### src/rtl/pipeline_hazard_ctrl.sv
// rtl/pipeline_hazard_ctrl.sv - stall/flush sequencer for the 5-stage RV32I pipeline (optional HAZARD_PERF_CNT_EN counters)
module pipeline_hazard_ctrl #(
  parameter int REG_W = 5,
  parameter int CNT_W = 32
) (
  input  logic             clk,
  input  logic             rst,
  input  logic             imem_resp_i,
  input  logic             dmem_req_i,
  input  logic             dmem_resp_i,
  input  logic             ID_EX_mem_read_i,
  input  logic [REG_W-1:0] ID_EX_rd_i,
  input  logic [REG_W-1:0] IF_ID_rs1_i,
  input  logic [REG_W-1:0] IF_ID_rs2_i,
  input  logic             redirect_i,
  output logic             pc_load_o,
  output logic             IF_ID_load_o,
  output logic             ID_EX_load_o,
  output logic             EX_MEM_load_o,
  output logic             MEM_WB_load_o,
  output logic             IF_ID_flush_o,
  output logic             ID_EX_flush_o,
  output logic             squash_o
`ifdef HAZARD_PERF_CNT_EN
  ,
  output logic [CNT_W-1:0] stall_cycles_o,
  output logic [CNT_W-1:0] flush_cnt_o,
  output logic [CNT_W-1:0] lu_cnt_o
`endif
);

  typedef enum logic {S_RUN, S_DISCARD} state_t;

  state_t r_state;
  state_t w_next;
  logic   w_dstall;
  logic   w_istall;
  logic   w_lu_haz;
  logic   w_lu_take;

  assign w_dstall = dmem_req_i & ~dmem_resp_i;
  assign w_istall = ~imem_resp_i;
  // x0 is never a real producer, so a load to x0 cannot create a hazard
  assign w_lu_haz = ID_EX_mem_read_i & (ID_EX_rd_i != '0) &
                    ((ID_EX_rd_i == IF_ID_rs1_i) | (ID_EX_rd_i == IF_ID_rs2_i));

  // State register: RUN after reset
  always_ff @(posedge clk) begin
    if (rst) r_state <= S_RUN;
    else     r_state <= w_next;
  end

  // Next state and stage enables, decoded from state and live handshakes
  always_comb begin
    w_next        = r_state;
    pc_load_o     = 1'b0;
    IF_ID_load_o  = 1'b0;
    ID_EX_load_o  = 1'b0;
    EX_MEM_load_o = 1'b0;
    MEM_WB_load_o = 1'b0;
    IF_ID_flush_o = 1'b0;
    ID_EX_flush_o = 1'b0;
    squash_o      = 1'b0;
    w_lu_take     = 1'b0;
    if (rst) begin
      IF_ID_flush_o = 1'b1;
      ID_EX_flush_o = 1'b1;
      w_next        = S_RUN;
    end else begin
      case (r_state)
        S_RUN: begin
          if (w_dstall) begin
            // full freeze; a pending redirect stays parked in EX
          end else if (redirect_i) begin
            pc_load_o     = 1'b1;
            IF_ID_load_o  = 1'b1;
            ID_EX_load_o  = 1'b1;
            EX_MEM_load_o = 1'b1;
            MEM_WB_load_o = 1'b1;
            IF_ID_flush_o = 1'b1;
            ID_EX_flush_o = 1'b1;
            // a fetch still in flight belongs to the wrong path
            if (w_istall) w_next = S_DISCARD;
          end else if (w_istall) begin
            // freeze until the fetch returns
          end else if (w_lu_haz) begin
            ID_EX_load_o  = 1'b1;
            EX_MEM_load_o = 1'b1;
            MEM_WB_load_o = 1'b1;
            ID_EX_flush_o = 1'b1;
            w_lu_take     = 1'b1;
          end else begin
            pc_load_o     = 1'b1;
            IF_ID_load_o  = 1'b1;
            ID_EX_load_o  = 1'b1;
            EX_MEM_load_o = 1'b1;
            MEM_WB_load_o = 1'b1;
          end
        end
        default: begin
          squash_o = 1'b1;
          if (!w_dstall) begin
            // PC already holds the target unless EX redirects again
            pc_load_o     = redirect_i;
            IF_ID_load_o  = 1'b1;
            ID_EX_load_o  = 1'b1;
            EX_MEM_load_o = 1'b1;
            MEM_WB_load_o = 1'b1;
            IF_ID_flush_o = 1'b1;
            ID_EX_flush_o = 1'b1;
            // stale response dropped this cycle; a held response under a data
            // stall is re-presented by the I-side, so leave only when advancing
            if (!redirect_i && imem_resp_i) w_next = S_RUN;
          end
        end
      endcase
    end
  end

`ifdef HAZARD_PERF_CNT_EN
  logic [CNT_W-1:0] r_stall_cnt;
  logic [CNT_W-1:0] r_flush_cnt;
  logic [CNT_W-1:0] r_lu_cnt;
  logic             w_freeze;
  logic             w_redir_acc;

  assign w_freeze    = ~pc_load_o & ~IF_ID_load_o;
  assign w_redir_acc = redirect_i & ~w_dstall;

  // Saturating event counters
  always_ff @(posedge clk) begin
    if (rst) begin
      r_stall_cnt <= '0;
      r_flush_cnt <= '0;
      r_lu_cnt    <= '0;
    end else begin
      if (w_freeze && (r_stall_cnt != '1))    r_stall_cnt <= r_stall_cnt + CNT_W'(1);
      if (w_redir_acc && (r_flush_cnt != '1)) r_flush_cnt <= r_flush_cnt + CNT_W'(1);
      if (w_lu_take && (r_lu_cnt != '1))      r_lu_cnt    <= r_lu_cnt + CNT_W'(1);
    end
  end

  assign stall_cycles_o = r_stall_cnt;
  assign flush_cnt_o    = r_flush_cnt;
  assign lu_cnt_o       = r_lu_cnt;
`else
  logic [CNT_W-1:0] w_unused_cnt;
  assign w_unused_cnt = '0;
`endif

endmodule

### config.mk
export PLATFORM = sky130hd
export DESIGN_NAME = pipeline_hazard_ctrl
export DESIGN_NICKNAME = d
export VERILOG_FILES = /design/src/rtl/pipeline_hazard_ctrl.sv
export SDC_FILE = /design/constraint.sdc
export NUM_CORES = 1
export LEC_CHECK = 0
export CORE_AREA = 2 2 39 41
export DETAILED_ROUTE_END_ITERATION = 8
export DIE_AREA = 0 0 41 43
export SYNTH_ARGS = -nofsm -noshare
export SYNTH_HDL_FRONTEND = slang
export SYNTH_SLANG_ARGS = --single-unit
### constraint.sdc
create_clock -name clk -period 1.7 [get_ports clk]
set_input_delay 0.34 -clock clk [delete_from_list [all_inputs] [get_ports clk]]
set_output_delay 0.34 -clock clk [all_outputs]
set_load 0.01 [all_outputs]
=== Word-level counts from Yosys, hierarchy flattened ===
Cells that the tools add are included.

* Bits in registers: 1
* Input port bits: 22
* Output and inout bits: 8

* Equal/unequal tests: 2
* Mux-type cells: 33
* Bitwise operators: 5
* Reduce and logical (&&, ||, !) cells: 3

{| class="wikitable"
|+ Operators with widths
! cell !! count
|-
| $mux W1 || 33
|-
| $eq A5 B5 Y1 || 2
|-
| $reduce_bool A5 Y1 || 1
|-
| $and A1 B1 Y1 || 3
|-
| $logic_and A1 B1 Y1 || 1
|-
| $logic_not A1 Y1 || 1
|-
| $not A1 Y1 || 1
|-
| $or A1 B1 Y1 || 1
|}

=== Logic depth before layout (Yosys ltp) ===
Gate-level depths: netlist (run 1).

* Depth after elaboration: 9
* Depth in mapped cells: 4
* Gate-level depth less buffers: 4

=== Worst setup path before layout (run 1) ===
No wires, ideal clock.

* Kind: input to output
* Start: input ID_EX_rd_i[1]
* End: output IF_ID_load_o
* Arrival time: 1.249 ns
* Data required time: 1.360 ns
* Setup slack: 0.111 ns
* Stages: 4
* Path buffers: 0
* Cells stage by stage: or4_4 > o21ai_2 > nor3_1 > a21boi_2

* Cells in the longest elaborated chain, start to end: 9
* Elaborated cells on any way between the ends: 12
* Those cells by class: 2 x eq/ne; 6 x mux; 3 x bitwise; 1 x reduce/logical

{| class="wikitable"
|+ Ends and longest elaborated chain
! what !! RTL line !! text
|-
| start: declaration || 12 || <nowiki>input logic [REG_W-1:0] ID_EX_rd_i,</nowiki>
|-
| $eq A5 B5 Y1 or $reduce_bool A5 Y1 (tied branches) || 45, 44 ||
|-
| $or A1 B1 Y1 or $and A1 B1 Y1 (tied branches) || 45, 44 ||
|-
| $and A1 B1 Y1 * || 44 || <nowiki>assign w_lu_haz = ID_EX_mem_read_i & (ID_EX_rd_i != '0) &</nowiki>
|-
| $mux W1 * || 86 || <nowiki>end else if (w_lu_haz) begin</nowiki>
|-
| $mux W1 * || 84 || <nowiki>end else if (w_istall) begin</nowiki>
|-
| $mux W1 * || 74 || <nowiki>end else if (redirect_i) begin</nowiki>
|-
| $mux W1 * || 72 || <nowiki>if (w_dstall) begin</nowiki>
|-
| $mux W1 * || 70 || <nowiki>case (r_state)</nowiki>
|-
| $mux W1 * || 65 || <nowiki>if (rst) begin</nowiki>
|-
| end: declaration || 17 || <nowiki>output logic IF_ID_load_o,</nowiki>
|}

Mark *: on every way between the ends. The rest lies on a longest branch, timed or not.

=== Final worst setup path (run 1) ===
* Start: input ID_EX_rd_i[4]
* End: output ID_EX_flush_o

* Cells in the longest elaborated chain, start to end: 9
* Elaborated cells on any way between the ends: 12
* Those cells by class: 2 x eq/ne; 6 x mux; 3 x bitwise; 1 x reduce/logical

{| class="wikitable"
|+ Ends and longest elaborated chain
! what !! RTL line !! text
|-
| $eq A5 B5 Y1 or $reduce_bool A5 Y1 (tied branches) || 45, 44 ||
|-
| $or A1 B1 Y1 or $and A1 B1 Y1 (tied branches) || 45, 44 ||
|-
| $and A1 B1 Y1 * || 44 ||
|-
| $mux W1 * || 86 ||
|-
| $mux W1 * || 84 ||
|-
| $mux W1 * || 74 ||
|-
| $mux W1 * || 72 ||
|-
| $mux W1 * || 70 ||
|-
| $mux W1 * || 65 ||
|-
| end: declaration || 22 || <nowiki>output logic ID_EX_flush_o,</nowiki>
|}

Marks and branches as above.

==> results of run 1 <==
## path summary, 6_finish.rpt
kind / startpoint / end / cells after the start
worst min register to register: r_state$_SDFF_PP0_ / r_state$_SDFF_PP0_ / 2
worst max-delay path: ID_EX_rd_i[4] / ID_EX_flush_o / 6
worst min-delay path: r_state$_SDFF_PP0_ / r_state$_SDFF_PP0_ / 2
worst max register to register: r_state$_SDFF_PP0_ / r_state$_SDFF_PP0_ / 2
## logic make-up (layout without fill, tap and decap cells)
kind of cell	Yosys count	count (layout)
and+or+nand+nor	17	17
xor gates and xnor gates	10	10
AOI/OAI and AO/OA	9	9
DFF	1	1
buffers and inverters	2	40
## stage by stage
stage               worst slack, ns  total power [mW]
finish                       -0.142             0.183
floorplan                     0.111            0.0913
CTS                          -0.154             0.185
global route                 -0.174             0.198
detailed placement           -0.889             0.196
global placement             -0.865             0.195
## report_power, final
group / switching, mW / total [mW] / leakage, nW / internal, mW
Combinational: 0.0616 / 0.154 / 0.282 / 0.0922
Sequential: 0.00342 / 0.0291 / 0.00825 / 0.0257
Clock: 0 / 0 / 0 / 0
## final cells by class
class | count | area share
Timing Repair Buffer | 40 | 0.505
Multi-Input combinational cell | 36 | 0.432
Sequential cell | 1 | 0.0314
Tap cell | 16 | 0.0314
## repair_timing
action                     in CTS  in global routing
buffers inserted                2                  0
pin swaps                      23                  3
gates resized for setup        61                  2
hold buffers                    0                  0
setup endpoints to repair       8                  5
## critical path: stages
cell	delay, ns
buf_6	0.09
or4_4	0.54
o21ai_4	0.16
nor2_1	0.08
a21o_1	0.15
buf_2	0.13
## placed cells by master, fill, tap and decap left out
cell | synthesis | layout
dlygate4sd2_1 | 0 | 18
buf_2 | 0 | 5
nand2_1 | 4 | 4
dfxtp_1 | 1 | 1
nand2b_1 | 1 | 1
a21oi_1 | 1 | 1
xnor2_1 | 10 | 10
nor2_2 | 0 | 1
o21ai_4 | 0 | 1
o31a_1 | 1 | 1
nand3b_1 | 1 | 1
o211ai_1 | 1 | 1
o21ai_0 | 1 | 1
buf_4 | 2 | 10
nand4b_1 | 1 | 1
clkdlybuf4s50_1 | 0 | 1
or4_4 | 1 | 1
o22ai_2 | 0 | 1
clkbuf_2 | 0 | 2
nand3_1 | 2 | 2
nor2b_1 | 2 | 1
clkdlybuf4s15_1 | 0 | 1
buf_6 | 0 | 3
a21o_1 | 1 | 1
nor3_2 | 0 | 1
a21boi_2 | 1 | 1
o21bai_1 | 1 | 1
nor2_1 | 4 | 3
nor2b_4 | 0 | 1
## per-layer routing
| metal | vias to the layer above | global-route usage | part of all wire |
|---|---|---|---|
| met4 | 0 | 0 | 0 |
| met2 | 20 | 0.216 | 0.51 |
| met5 | - | 0 | 0 |
| met1 | 175 | 0.149 | 0.38 |
| met3 | 0 | 0.00524 | 0.11 |
| li1 | 211 | - | - |
==> results.yml, run 1 <==
global_routing:
  grt_pass1_wl_mm: 1.53
  grt_pass1_vias: 386
  grt_usage: 0.117
  grt_max_degree: 9
  antenna_found_initial: 0
  grt.overflow.total: 0
sta:
  rsz0062_at_grt: "yes"
  slew_headroom: 0.828
  finalSetupViolCount: 3
  whs_ns: 0.565
  tightest_slew_ns: 0.257
  period_needed_ns: 1.84
  tns_ns: -0.375
  fin_ws_ns: -0.142
  finalHoldViolCount: 0
  final_max_slew_viol_count: 0
  max_freq_ghz: 0.543
  clock_skew_ns: 0
  post-route-period-util: 1.08
cells_and_area:
  fin_area_um2: 637
  multi_input_area_um2: 275
  top_regs: "r_state x1"
  seq_area_um2: 20.0
  area_delta_synth_final_pct: 126
  antenna_cells: 0
  largest_reg_flops: 1
  nFillCells: 142
  fin_nets: 101
  drive_gt1_frac: 0.351
  utilization: 0.460
  regMostFlops: "r_state"
  final_cells: 93
placement:
  dp.cells: 91
  post_dp_cell_area_um2: 644
  gp_congestion: 0.640
  dp_hpwl_um: 736
  port_buffers: 29
outcome:
  status: "finished, violations left"
  violations: "setup timing"
yosys:
  syn_avg_cell_area_um2: 7.22
  synth_area_um2: 282
  synth_flop_cell: "dfxtp_1"
  yosys.area_share.simple: 0.324
  muxShareOfSynthArea: 0
  synth_top_family_by_area: "simple AND/OR/NAND/NOR gates"
  synth_xor_area_frac: 0.311
  synth_cells: 39
  synth_compound_area_frac: 0.240
  synthAdderAreaFrac: 0
  syn_nets: 61
  seq_area_frac_synth: 0.0711
  yosysWarnings: 0
  synth_top_area_frac: 0.311
  synth_top_area_cell: "xnor2_1"
  synth_edf_count: 0
  yosysMostFrequentCell: "xnor2_1"
  synth_common_cells: "xnor2_1 (10), nand2_1 (4), nor2_1 (4)"
  synth_area_leaders: "xnor2_1 (31%), dfxtp_1 (7.1%), buf_4 (5.3%)"
  synthArstFlopShare: 0
  synth_seq_cells: 1
  netlist-cell-type-count: 21
power:
  peakVddDrop_mv: 0.101
  p_per_area_nw_per_um2: 287
  p_leak_nw: 0.290
worst_setup_path:
  start_kind: "primary input"
  crit_path_end_kind: "primary output"
  arrival_ns: 1.50
  cp_data_required_time_ns: 1.36
  worst-setup-path-type: "primary input to primary output"
  critical_path_peak_fanout: 3
  reg2reg_slack_ns: 0.92
drt:
  via_per_inst: 4.37
  post_drt_wl_per_cell_um: 9.71
  wl_um: 903
  drt_first_pass_iters: 2
  postRouteAntennaNets: 0
  drc: 0
  num_vias: 406
  drt-initial-drc-count: 2
floorplan:
  dieArea_um2: 1760
  core_area_um2: 1380
  die_x_um: 41
  die_h_um: 43
  ios: 30
  start_util: 0.203
  core.rowCount: 14
clocking:
  clkTransAtPathRegs_ns: 0
  clock_latency_ns: 0
worst_hold_path:
  hold_path_class: "register to register"
flow_run:
  max_cap_viol_count: 0
No activity file was read; power rests on OpenSTA's default activity.
==> run 2: changes to the inputs <==
- SETUP_SLACK_MARGIN: not set -> 0.02
==> results.yml, run 2 (same netlist as run 1, synthesis figures left out) <==
outcome:
  status: "finished, violations left"
  violations: "setup timing"
worst_hold_path:
  hold_path_class: "register to register"
drt:
  postRouteAntennaNets: 0
  drt_first_pass_iters: 2
  via_per_inst: 4.37
  drc: 0
  num_vias: 406
  post_drt_wl_per_cell_um: 9.73
  drt-initial-drc-count: 2
  wl_um: 905
worst_setup_path:
  path_delay_family: "simple AND/OR/NAND/NOR gates"
  start_kind: "primary input"
  cp_data_required_time_ns: 1.36
  crit_path_end_kind: "primary output"
  critical_path_peak_fanout: 3
  crit_buf_inv: 2
  cp_cell_sequence: "buf_6 -> or4_4 -> o21ai_4 -> nor2_1 -> a21o_1 -> buf_2"
  arrival_ns: 1.50
  slowest_delay_ns: 0.54
  crit_slowest_cell: "or4_4"
  worst-setup-path-type: "primary input to primary output"
cells_and_area:
  area_delta_synth_final_pct: 126
  final_cell_mix: "dlygate4sd2_1 (18), xnor2_1 (10), buf_4 (10)"
  largest_reg_flops: 1
  top_regs: "r_state x1"
  layout_commonest_cell: "dlygate4sd2_1"
  antenna_cells: 0
  drive_gt1_frac: 0.351
  fin_nets: 101
  regMostFlops: "r_state"
floorplan:
  core.rowCount: 14
  core_area_um2: 1380
  die_x_um: 41
  start_util: 0.203
  die_h_um: 43
  dieArea_um2: 1760
  ios: 30
sta:
  rsz0062_at_grt: "yes"
  finalHoldViolCount: 0
  finalSetupViolCount: 3
  max_freq_ghz: 0.543
  slew_headroom: 0.828
  period_needed_ns: 1.84
  tightest_slew_ns: 0.257
  fin_ws_ns: -0.142
  tns_ns: -0.375
  final_max_slew_viol_count: 0
  clock_skew_ns: 0
  post-route-period-util: 1.08
clocking:
  clkTransAtPathRegs_ns: 0
  clock_latency_ns: 0
flow_run:
  max_cap_viol_count: 0
global_routing:
  grt_pass1_vias: 386
  grt_usage: 0.117
  grt_max_degree: 9
  antenna_found_initial: 0
  grt_pass1_wl_mm: 1.53
  grt.overflow.total: 0
placement:
  dp_hpwl_um: 736
  port_buffers: 29
  pre_cts_ws_ns: -0.889
  gp_congestion: 0.640
power:
  p_leak_nw: 0.290
  p_per_area_nw_per_um2: 287
  peakVddDrop_mv: 0.101
run 2: cell counts in the layout (fill, tap and decap cells not counted):
No cell type changed its count.
run 2: worst paths after layout:
check,slack (ns),to,depth (start not counted),startpoint
max,-0.14,ID_EX_flush_o,6,ID_EX_rd_i[4]
min,0.56,r_state$_SDFF_PP0_,2,r_state$_SDFF_PP0_
max reg2reg,0.92,r_state$_SDFF_PP0_,2,r_state$_SDFF_PP0_
min reg2reg,0.56,r_state$_SDFF_PP0_,2,r_state$_SDFF_PP0_
run 2: worst min-delay path: cells and delay by family (launching register included):
family / cells / cell delay (ns)
simple gates: 1 / 0.09
flops: 1 / 0.36
compound gates: 1 / 0.06
run 2: area by class of cell:
cell class	count	area (µm²)
Sequential cell	1	20.0
Fill cell	142	747
Tap cell	16	20.0
Multi-Input combinational cell	36	275
Timing Repair Buffer	40	322
run 2: power by group:
| group | internal, mW | switching, mW | total [mW] |
|---|---|---|---|
| registers | 0.0257 | 0.00342 | 0.0291 |
| clock network | 0 | 0 | 0 |
| logic | 0.0922 | 0.0616 | 0.154 |
| total | 0.118 | 0.0651 | 0.183 |
run 2: per-stage QoR:
step,total power [mW],area [µm²],hold WS (ns),instances,utilization
after floorplan,0.0913,282,0.409,39,-
after global placement,0.195,644,0.532,91,0.466
after detailed placement,0.196,644,0.538,91,0.466
after CTS,0.185,647,0.550,93,0.467
after global routing,0.198,637,0.595,93,0.460
final,0.183,637,0.565,93,0.460
run 2: metal layers:
metal | global-route usage | routed length, µm | vias to the layer above
met5 | 0 | 0 | -
met4 | 0 | 0 | 0
met3 | 0.00524 | 97 | 0
met2 | 0.216 | 463 | 20
met1 | 0.149 | 344 | 175
li1 | - | - | 211
run 2: repair_timing:
item | CTS | global route
pin swaps | 23 | 4
setup buffers | 2 | 0
hold buffers | 0 | 0
setup endpoints to repair | 8 | 6
resized for setup | 61 | 2
==> run 3: changes to the inputs <==
- CTS_CLUSTER_DIAMETER: not set -> 60
==> results of run 3 <==
Final layout, timing and power as in run 2 (identical DEF).
